## config.mk

```make
export PLATFORM = sky130hd
export DESIGN_NAME = pipe_reg
export DESIGN_NICKNAME = d
export VERILOG_FILES = /design/src/rtl/pipe_reg_pkg.sv /design/src/rtl/pipe_reg_dff_en.sv /design/src/rtl/pipe_reg.sv
export SDC_FILE = /design/constraint.sdc
export NUM_CORES = 1
export LEC_CHECK = 0
export CORE_UTILIZATION = 43
export CTS_CLUSTER_DIAMETER = 80
export DETAILED_ROUTE_END_ITERATION = 10
export PLACE_DENSITY = 0.83
export SYNTH_ARGS = -nofsm -noshare
export SYNTH_HDL_FRONTEND = slang
export SYNTH_SLANG_ARGS = --single-unit
```

## constraint.sdc

```tcl
create_clock -name clk -period 1.4 [get_ports clk]
set_input_delay 0.21 -clock clk [delete_from_list [all_inputs] [get_ports clk]]
set_output_delay 0.21 -clock clk [all_outputs]
set_load 0.05 [all_outputs]
```

## src/rtl/pipe_reg_pkg.sv

```systemverilog
// Purpose: shared word width and stage-occupancy encoding for pipeline boundary registers.
// Latency: n/a (types and constants only).
// Backpressure: n/a.
package pipe_reg_pkg;

    // Default datapath word width for pipeline boundaries.
    localparam int WORD_W = 64;

    // Occupancy encoding; the hazard unit reads the same values from count.
    typedef enum logic [1:0] {
        PIPE_EMPTY = 2'd0,
        PIPE_ONE   = 2'd1,
        PIPE_TWO   = 2'd2
    } pipe_state_t;

endpackage

```

## src/rtl/pipe_reg_dff_en.sv

```systemverilog
// Purpose: register with synchronous reset, synchronous clear and load enable.
// Latency: 1 cycle from d to q when en=1.
// Backpressure: none; holds its value whenever en=0.
module dff_en #(
    parameter int               SIZE    = 64,
    parameter logic [SIZE-1:0]  RST_VAL = '0
) (
    input  logic            clk,
    input  logic            rst,
    input  logic            clr,
    input  logic            en,
    input  logic [SIZE-1:0] d,
    output logic [SIZE-1:0] q
);

    // Reset and clear both return the register to RST_VAL; otherwise load on enable.
    always_ff @(posedge clk) begin
        if (rst || clr) begin
            q <= RST_VAL;
        end else if (en) begin
            q <= d;
        end
    end

endmodule

```

## src/rtl/pipe_reg.sv

```systemverilog
// Purpose: elastic pipeline stage register with valid/ready, flush and optional skid slot.
// Latency: 1 cycle from in_fire to out_valid/out_data.
// Backpressure: SKID=1 holds two entries, in_ready registered; SKID=0 holds one, in_ready combinational.
module pipe_reg
    import pipe_reg_pkg::*;
#(
    parameter int               WIDTH     = WORD_W,
    parameter logic [WIDTH-1:0] RESET_VAL = '0,
    parameter bit               SKID      = 1'b1
) (
    input  logic             clk,
    input  logic             rst,
    input  logic             flush,
    input  logic             in_valid,
    output logic             in_ready,
    input  logic [WIDTH-1:0] in_data,
    output logic             out_valid,
    input  logic             out_ready,
    output logic [WIDTH-1:0] out_data,
    output logic [1:0]       count
);

    pipe_state_t      state;
    pipe_state_t      state_nxt;
    logic             in_fire;
    logic             out_fire;
    logic             main_en;
    logic             main_sel_skid;
    logic             skid_en;
    logic [WIDTH-1:0] main_d;
    logic [WIDTH-1:0] main_q;
    logic [WIDTH-1:0] skid_q;

    assign out_valid = (state != PIPE_EMPTY);
    assign out_data  = main_q;
    assign count     = state;
    assign in_fire   = in_valid & in_ready;
    assign out_fire  = out_valid & out_ready;

    // Main slot refills from the skid slot when draining TWO, otherwise from upstream.
    assign main_d = main_sel_skid ? skid_q : in_data;

    // Occupancy register; rst wins over everything, flush handled in next-state logic.
    always_ff @(posedge clk) begin
        if (rst) begin
            state <= PIPE_EMPTY;
        end else begin
            state <= state_nxt;
        end
    end

    // Next-state and slot load enables. Registers only load on an accepted beat,
    // so payload on in_data while in_valid=0 never reaches out_data.
    always_comb begin
        state_nxt     = state;
        main_en       = 1'b0;
        main_sel_skid = 1'b0;
        skid_en       = 1'b0;
        case (state)
            PIPE_EMPTY: begin
                if (in_fire) begin
                    state_nxt = PIPE_ONE;
                    main_en   = 1'b1;
                end
            end
            PIPE_ONE: begin
                if (in_fire && out_fire) begin
                    main_en = 1'b1;
                end else if (in_fire) begin
                    // Only reachable with a skid slot; SKID=0 blocks in_ready here.
                    if (SKID) begin
                        state_nxt = PIPE_TWO;
                        skid_en   = 1'b1;
                    end
                end else if (out_fire) begin
                    state_nxt = PIPE_EMPTY;
                end
            end
            PIPE_TWO: begin
                if (out_fire) begin
                    state_nxt     = PIPE_ONE;
                    main_en       = 1'b1;
                    main_sel_skid = 1'b1;
                end
            end
            default: begin
                state_nxt = PIPE_EMPTY;
            end
        endcase
        // Squash: accepted input is discarded, delivered output stays delivered.
        if (flush) begin
            state_nxt = PIPE_EMPTY;
            main_en   = 1'b0;
            skid_en   = 1'b0;
        end
    end

    dff_en #(
        .SIZE    (WIDTH),
        .RST_VAL (RESET_VAL)
    ) u_main (
        .clk (clk),
        .rst (rst),
        .clr (flush),
        .en  (main_en),
        .d   (main_d),
        .q   (main_q)
    );

    generate
        if (SKID) begin : g_skid
            logic rdy_q;

            dff_en #(
                .SIZE    (WIDTH),
                .RST_VAL (RESET_VAL)
            ) u_skid (
                .clk (clk),
                .rst (rst),
                .clr (flush),
                .en  (skid_en),
                .d   (in_data),
                .q   (skid_q)
            );

            // Registered ready: tracks whether the next state leaves a free slot.
            always_ff @(posedge clk) begin
                if (rst) begin
                    rdy_q <= 1'b1;
                end else begin
                    rdy_q <= (state_nxt != PIPE_TWO);
                end
            end

            assign in_ready = rdy_q;
        end else begin : g_noskid
            assign skid_q   = RESET_VAL;
            assign in_ready = ~out_valid | out_ready;
        end
    endgenerate

endmodule

```

=== Yosys cells after proc, flatten, opt, wreduce, memory -nomap -nowiden ===
Cells that the tools add are included.

* Register bits: 131
* Input port bits: 69

* Eq/ne operators: 3
* Multiplexer cells: 17
* Bitwise gates (word level): 2
* Reduce and logical (&&, ||, !) cells: 4

{| class="wikitable"
|+ Operators with widths
! kind !! number
|-
| 2-to-1 mux 64 bit || 1
|-
| 2-to-1 mux 2 bit || 6
|-
| 2-to-1 mux 1 bit || 8
|-
| one-hot mux 2 bit (3 select lines) || 1
|-
| one-hot mux 1 bit (3 select lines) || 1
|-
| AND 1 bit || 2
|-
| == test 2 x 1 -> 1 bit (second input constant) || 1
|-
| == test 2 bit (second input constant) || 1
|-
| zero test 2 bit || 1
|-
| != test 2 bit (second input constant) || 1
|-
| nonzero test 2 bit || 1
|-
| logical AND 1 bit || 1
|-
| logical OR 1 bit || 1
|}

=== Depth between registers and ports, before layout ===
Gate-level depths: netlist of the first run.

* Depth after elaboration: 8
* Mapped depth: 6
* Mapped depth without buffers: 4

=== Modules after synthesis ===
A second synthesis of the first run with hierarchy kept.

* Cells, all modules: 505
* Area, all modules: 5,834.3 um^2

{| class="wikitable"
|+ By module, submodules not included
! module !! instances !! cells an instance !! area each (um^2) !! sequential area each (um^2)
|-
| dff_en || 2 || 207 || 2,348.5 || 1,281.2
|-
| pipe_reg || 1 || 91 || 1,137.3 || 60.1
|}

=== Least setup slack after synthesis of the first run ===
Ideal clock, no wire load.

* Path kind: register to register
* Start: register state[1] (netlist: count[1])
* End: register u_main.q[47]
* Arrival time: 1.846 ns
* Required time: 1.278 ns
* Path slack: -0.568 ns
* Cell stages (with the launch flop): 7
* Buffers on the path: 2
* Clock period less this slack: 1.968 ns
* Cells stage by stage: dfxtp_1 or2_1 o211ai_2 buf_2 buf_2 o21ai_0 a21oi_1

* Cells in the longest elaborated chain, start to end: 6
* Elaborated cells between the ends (all ways): 12

{| class="wikitable"
|+ Ends and longest elaborated chain
! what !! RTL line !! text
|-
| from (decl) || pipe_reg.sv:23 || <nowiki>pipe_state_t state;</nowiki>
|-
| from (signal assigned) || pipe_reg.sv:48 || <nowiki>state <= state_nxt;</nowiki>
|-
| nonzero test 2 bit * || pipe_reg.sv:34 || <nowiki>assign out_valid = (state != PIPE_EMPTY);</nowiki>
|-
| via out_valid || pipe_reg.sv:17 || <nowiki>output logic out_valid,</nowiki>
|-
| AND 1 bit * || pipe_reg.sv:38 || <nowiki>assign out_fire = out_valid & out_ready;</nowiki>
|-
| logical AND 1 bit || pipe_reg.sv:67 || <nowiki>if (in_fire && out_fire) begin</nowiki>
|-
| 2-to-1 mux 1 bit || pipe_reg.sv:67 ||
|-
| one-hot mux 1 bit (3 select lines) || pipe_reg.sv:59 || <nowiki>case (state)</nowiki>
|-
| 2-to-1 mux 1 bit || pipe_reg.sv:91 || <nowiki>if (flush) begin</nowiki>
|-
| to (signal assigned) || pipe_reg_dff_en.sv:19 || <nowiki>q <= RST_VAL;</nowiki>
|-
| to (signal assigned) || pipe_reg_dff_en.sv:21 || <nowiki>q <= d;</nowiki>
|-
| to (decl) || pipe_reg_dff_en.sv:13 || <nowiki>output logic [SIZE-1:0] q</nowiki>
|}

The timed path passes the listed nets; every way through them passes the cells marked *.
A chain may end at the register's enable or synchronous reset.

=== Worst setup path after layout of the first run ===
* Start: register state[1] (netlist: count[1])
* End: register u_main.q[8]

* Cells in the longest elaborated chain, start to end: 6
* Elaborated cells between the ends (all ways): 12

{| class="wikitable"
|+ Ends and longest elaborated chain
! what !! RTL line
|-
| nonzero test 2 bit || pipe_reg.sv:34
|-
| AND 1 bit || pipe_reg.sv:38
|-
| logical AND 1 bit || pipe_reg.sv:67
|-
| 2-to-1 mux 1 bit || pipe_reg.sv:67
|-
| one-hot mux 1 bit (3 select lines) || pipe_reg.sv:59
|-
| 2-to-1 mux 1 bit || pipe_reg.sv:91
|}

Several ways; a longest one is shown, not always the timed one.

==> results.tsv, run 1 <==
metric	value	unit
status	finished, violations left	
violations	negative setup slack	
slowest_delay	360	ps
die_w	110.9	µm
cp_top_family	buffers and inverters	
fin_skew	10.89	ps
stdcell_count	914	
cp-endpoint	u_main.q[8]	
area_delta_synth_final	80.72	%
crit_slowest_cell	dfxtp_4	
num_vias	5319	
finalWorstSetupSlack	-270.0	ps
crit_start	count[1]	
drive_gt1_frac	0.3489	
viasPerCell	5.819	
ios	137	
reg2reg_from	count[1]	
placedCellCount	845	
synth_top_family_by_area	compound AO/OA/AOI/OAI gates	
final_core_util	0.8039	
drtIter0Drc	328	
gr-total-overflow	0	
max_slew_margin	0.6556	
p_leak	3.723	nW
p_per_area	1135	nW/µm²
max_freq	598.8	MHz
hold_buffers	0	
grt_max_degree	41	
yosysWarnings	0	
grt_pass1_vias	5399	
p_total	10.46	mW
diodes	0	
cts_root_buf	clkbuf_16	
rsz0062_at_grt	yes	
synth-compound-area-share	0.1943	
ys_seq_elements	131	
dp_hpwl	9.690	mm
die_h	110.9	µm
cts.sinks	131	
cp-start-kind	flop	
cp_max_fo	23	
tns	-25610	ps
ant_nets	0	
cts_tree	done	
pre_cts_ws	-645.1	ps
setup_viol	130	
clock_path_buffers	2	
netlist_area	5101	µm²
cp.buffers_inverters	3	
synth_xor_area_frac	0	
regToRegSetupSlack	-270	ps
path_class	flop to flop	
clock_latency	410	ps
grt_antenna_before_repair	0	
seq_area_frac_synth	0.5141	
drc_errors	0	
cts_buffers	17	
critical_path_arrival	1990	ps
worst-slew-pin-transition	516.5	ps
min_period_over_period	1.193	
htree_levels	4	
gp_congestion	0.8735	
cp-end-kind	flop	
reg2reg_depth	7	
hold_viol	0	
synth_mux_area_frac	0.1275	
cp.required	1720	ps
placementRows	39	
finalNetCount	827	
wl_per_cell	21.38	µm
grt_pass1_wl	28.39	mm
max_cap_violations	0	
drt_wl_total	19.54	mm
ir_drop	0.9516	mV
synth-simple-area-share	0.1114	
netlist_instances	583	
die-area	12300	µm²
synth_adder_area_share	0	
core	11470	µm²
track_usage	0.2927	
cp_cell_sequence	buf_6, nand4b_1, o211ai_4, buf_12, buf_16, o21ai_1, a21oi_1	
period_needed	1670	ps
drv_slew	0	
min_path_type	input pin to flop	
clk_pin_slew	70	ps
hold_depth	3	
start_util	0.4448	
port-buffer-count	136	
drtPass1Iterations	5	
syn_nets	652	
ys_types	23	
worst-path-stages	7	
syn_area_per_cell	8.750	µm²
r2r_end	u_main.q[8]	
## cell usage after synthesis
cell / instances / area (µm²)
o21ai_0: 57 / 285.3
nor2_1: 2 / 7.510
nor3_1: 1 / 5.000
dfxtp_1: 131 / 2623
nand3b_1: 1 / 7.510
clkbuf_1: 15 / 56.30
or3_1: 1 / 6.260
buf_6: 6 / 67.56
o21ai_1: 8 / 40.04
nand3_1: 1 / 5.000
o21a_1: 1 / 7.510
buf_2: 26 / 130.1
a21oi_1: 129 / 645.6
nor2b_2: 1 / 8.760
o211ai_2: 1 / 12.51
or4b_1: 1 / 10.01
nand2_1: 130 / 488.0
or2_1: 1 / 6.260
mux2i_1: 65 / 650.6
buf_4: 2 / 15.01
or2_2: 1 / 6.260
nand4b_1: 1 / 8.760
nor4b_1: 1 / 8.760
## routing by layer
layer  share of wire  track usage  vias up
li1                -            -     2364
met1            0.37       0.3379     2533
met2            0.50       0.5114      335
met3           0.079      0.06124       87
met4           0.050       0.1458        0
met5               0            0        -
## tightest hold or removal path, cell delays in order
cell and delay, ps:
clkdlybuf4s50_1 420, nand2_1 70, a21oi_1 60
## worst min-delay path by stage
stage                              from             endpoint  slack [ps]
floorplan                     out_ready             count[1]         280
global placement     g_skid.u_skid.q[0]   g_skid.u_skid.q[0]         440
detailed placement  g_skid.u_skid.q[54]  g_skid.u_skid.q[54]         450
CTS                         in_data[20]  g_skid.u_skid.q[20]         380
global route                in_data[60]  g_skid.u_skid.q[60]         390
finish                      in_data[60]  g_skid.u_skid.q[60]         400
## cell type report
cell class | count | area [µm²]
repair buffers | 205 | 3090
fillers | 604 | 2248
clock inverters | 14 | 178.9
clock buffers | 18 | 429.2
multi-input cells | 403 | 2708
well taps | 143 | 178.9
flip-flops and latches | 131 | 2634
## registers in the layout, summed over array words and instances, names as in the netlist
name / cells
g_skid.u_skid.q: 64
in_ready: 1
count: 2
u_main.q: 64
## placed cells by master (no fill, tap or decap), types with 23 or more instances in the layout
master / n
a21oi_1: 77
a21oi_2: 51
buf_12: 84
buf_4: 25
clkdlybuf4s50_1: 68
dfxtp_1: 128
mux2i_1: 63
nand2_1: 104
nand2_4: 23
o21ai_1: 48
## stage by stage
step	area (µm²)	hold WS (ps)
floorplan	5241	279.4
global placement	7455	440.8
detailed placement	7455	446.6
CTS	8840	381.0
global route	9219	385.8
finish	9219	395.7
## where the power goes
| group | switching, mW | internal [mW] |
|---|---|---|
| Clock | 1.78 | 2.83 |
| Combinational | 0.947 | 0.944 |
| Sequential | 0.131 | 3.83 |
| Total | 2.86 | 7.61 |
## logic make-up (layout without fill, tap and decap cells)
family	after synthesis	after routing
compound gates	196	196
simple gates	142	142
flops	131	131
mux	65	65
buf+inv	49	237
## timing repair
item,4_1_cts,5_1_grt
gates cloned,13,5
setup buffers,18,8
pin swaps,22,19
endpoints found under the setup margin,129,131
gates resized for setup,73,89
Note: power is estimated with default switching activity, not from simulation.
==> run 2: changes to the inputs <==
Settings changed: CORE_UTILIZATION 43 to 45, PLACE_DENSITY 0.83 to 0.84, SLEW_MARGIN from default to 20, SYNTH_HIERARCHICAL from default to 1.
==> results.tsv, run 2 <==
metric	value	unit	change
synth_top_cell_by_area	dfxtp_1		
grt_antenna_before_repair	0		unchanged
cts_root_buf	clkbuf_16		
critical_path_arrival	1890	ps	-100 ps
final_core_util	0.7443		-0.05963
setup_viol	130		unchanged
met3_usage	0.04864		-0.01260
status	finished, violations left		
met2_usage	0.4111		-0.1003
drive_gt1_frac	0.3453		-0.003574
netlist_area	5834	µm²	+14%
cts.sinks	131		unchanged
grt_max_degree	38		-7.3%
cp_max_fo	4		-83%
drv_slew	0		unchanged
clock_latency	410	ps	about the same
dp_hpwl	9.214	mm	-4.9%
clk_pin_slew	60	ps	about the same
cts_buffers	17		unchanged
ir_drop	0.6848	mV	-28%
cp_top_family	buffers and inverters		
max_slew_margin	0.8300		+0.1744
max_cap_violations	0		unchanged
placedCellCount	798		-5.6%
slowest_delay	500	ps	+140 ps
max_freq	625.4	MHz	+4.4%
busiest_layer	met2		
diodes	0		unchanged
p_leak	3.685	nW	-1.0%
gr-total-overflow	0		unchanged
viasPerCell	5.181		-11%
drc_errors	0		unchanged
finalNetCount	751		-9.2%
yosys-top-cells-count	dfxtp_1 (131), mux2i_1 (128), nor2_1 (128), mux2_4 (49), buf_6 (22)		
final_common_cell	dfxtp_1		
drtIter0Drc	265		-19%
path_class	input pin to flop		
grt_pass1_vias	4607		-15%
wl_per_cell	18.95	µm	-11%
violations	negative setup slack		
min_period_over_period	1.142		-0.05077
hold_buffers	0		unchanged
ios	137		unchanged
drt_wl_total	16.43	mm	-16%
pre_cts_ws	-562.1	ps	+83.00 ps
cp-end-kind	flop		
ys_seq_elements	131		unchanged
tns	-16100	ps	+9510 ps
seq_area_frac_synth	0.4495		-0.06461
drtPass1Iterations	4		-1
most-common-layout-cells	dfxtp_1 (128), nor2_1 (127), mux2i_1 (121)		
min_path_type	input pin to flop		
die_h	115.9	µm	+4.5%
core	12620	µm²	+10%
num_vias	4492		-16%
rsz0062_at_grt	yes		
cts_tree	done		
worst-slew-pin-transition	252.6	ps	-263.9 ps
yosysMostFrequentCell	dfxtp_1		
start_util	0.4623		+0.01748
holdWs	451.6	ps	+55.90 ps
die-area	13420	µm²	+9.1%
cp_cell_sequence	clkdlybuf4s50_1, buf_6, nand3_4, buf_12, buf_12, clkbuf_16, mux2_4, mux2i_1, nor2_1		
port-buffer-count	136		unchanged
cpMostUsedCell	buf_12		
synth-edff-count	0		unchanged
hold_viol	0		unchanged
cp-start-kind	input pin		
yosys.area.top_type_share	0.4495		-0.06461
ant_nets	0		unchanged
p_per_area	1014	nW/µm²	-11%
grt_pass1_wl	23.61	mm	-17%
crit_slowest_cell	clkdlybuf4s50_1		
area_delta_synth_final	60.99	%	
htree_levels	4		unchanged
die_w	115.9	µm	+4.5%
synthFlopType	dfxtp_1		
netlist_instances	505		-13%
syn_area_per_cell	11.55	µm²	+32%
fin_skew	7.643	ps	-3.251 ps
ys_types	21		-8.7%
yosysWarnings	6		+6
cp.buffers_inverters	5		+2
async_reset_ff_frac	0		unchanged
synth_area_leaders	dfxtp_1 (45%), mux2i_1 (22%), mux2_4 (13%), nor2_1 (8.2%), buf_6 (4.2%)		
grt_use_met1	0.2709		-0.06702
placementRows	41		+5.1%
stdcell_count	867		-5.1%
syn_nets	574		-12%
period_needed	1599	ps	-71.08 ps
gp_congestion	0.8222		-5.9%
cp.required	1690	ps	-30 ps
track_usage	0.2318		-0.06090
finalWorstSetupSlack	-198.9	ps	+71.08 ps
clock_path_buffers	2		unchanged
[run 2: cell count changes in the layout (fill, tap and decap cells not counted), sizes merged, moves of 2 or more]
cell    previous run  this run
mux2               0        64
nor4               0         3
nand2            130         2
a21oi            129         2
mux2i             65       128
clkbuf            22        30
nor2               2       128
o21ai             65         0
buf              133       118
inv                4         2
[run 2: worst paths after layout]
path	cells past startpoint	slack, ps	endpoint	startpoint
min reg2reg	2	490	g_skid.u_skid/q[27]	g_skid.u_skid/q[27]
min	3	450	g_skid.u_skid/q[2]	in_data[2]
max reg2reg	8	-190	u_main/q[47]	count[0]
max	9	-200	u_main/q[47]	out_ready
[run 2: per-layer routing]
| metal | part of all wire | up-vias |
|---|---|---|
| met5 | 0 | - |
| met2 | 0.51 | 162 |
| met1 | 0.41 | 2197 |
| met4 | 0.028 | 0 |
| li1 | - | 2088 |
| met3 | 0.050 | 45 |
[run 2: logic make-up (layout without fill, tap and decap cells)]
family / after synthesis / after routing / share of synthesized area
AOI/OAI and AO/OA: 3 / 3 / 0.003217
buffers and inverters: 37 / 227 / 0.07549
DFF: 131 / 131 / 0.4495
muxes: 192 / 192 / 0.3747
and+or+nand+nor: 142 / 142 / 0.09715
[run 2: repair_timing]
| item | 4_1_cts | 5_1_grt |
|---|---|---|
| pin swaps | 2 | 9 |
| buffers inserted | 10 | 9 |
| hold endpoints to repair | 0 | 0 |
| setup endpoints to repair | 129 | 129 |
| gates resized for setup | 19 | 27 |
| gates cloned | 10 | 8 |
[run 2: per-stage QoR]
step	area (µm²)	power [mW]
3_5_place_dp	7963	4.978
6_report	9393	9.525
4_1_cts	9001	9.482
5_1_grt	9393	9.825
3_3_place_gp	7963	4.947
2_1_floorplan	5858	4.490
[run 2: where the power goes]
group / internal [mW] / switching [mW] / leakage, nW
Clock: 2.85 / 1.61 / 0.291
Combinational: 0.705 / 0.533 / 2.33
Sequential: 3.77 / 0.0558 / 1.06
[run 2: tightest hold or removal path, cell delays in order]
cell and delay [ps]:
clkdlybuf4s50_1 420, mux2i_1 130, nor2_1 50
[run 2: layout make-up]
type                       instances  area, µm²
clock inverter                     9      102.6
tap                              172      215.2
timing repair buffer             193       3052
sequential                       131       2634
fill                             789       3227
inverter                           2      10.01
clock buffer                      23      498.0
multi-input combinational        337       2882
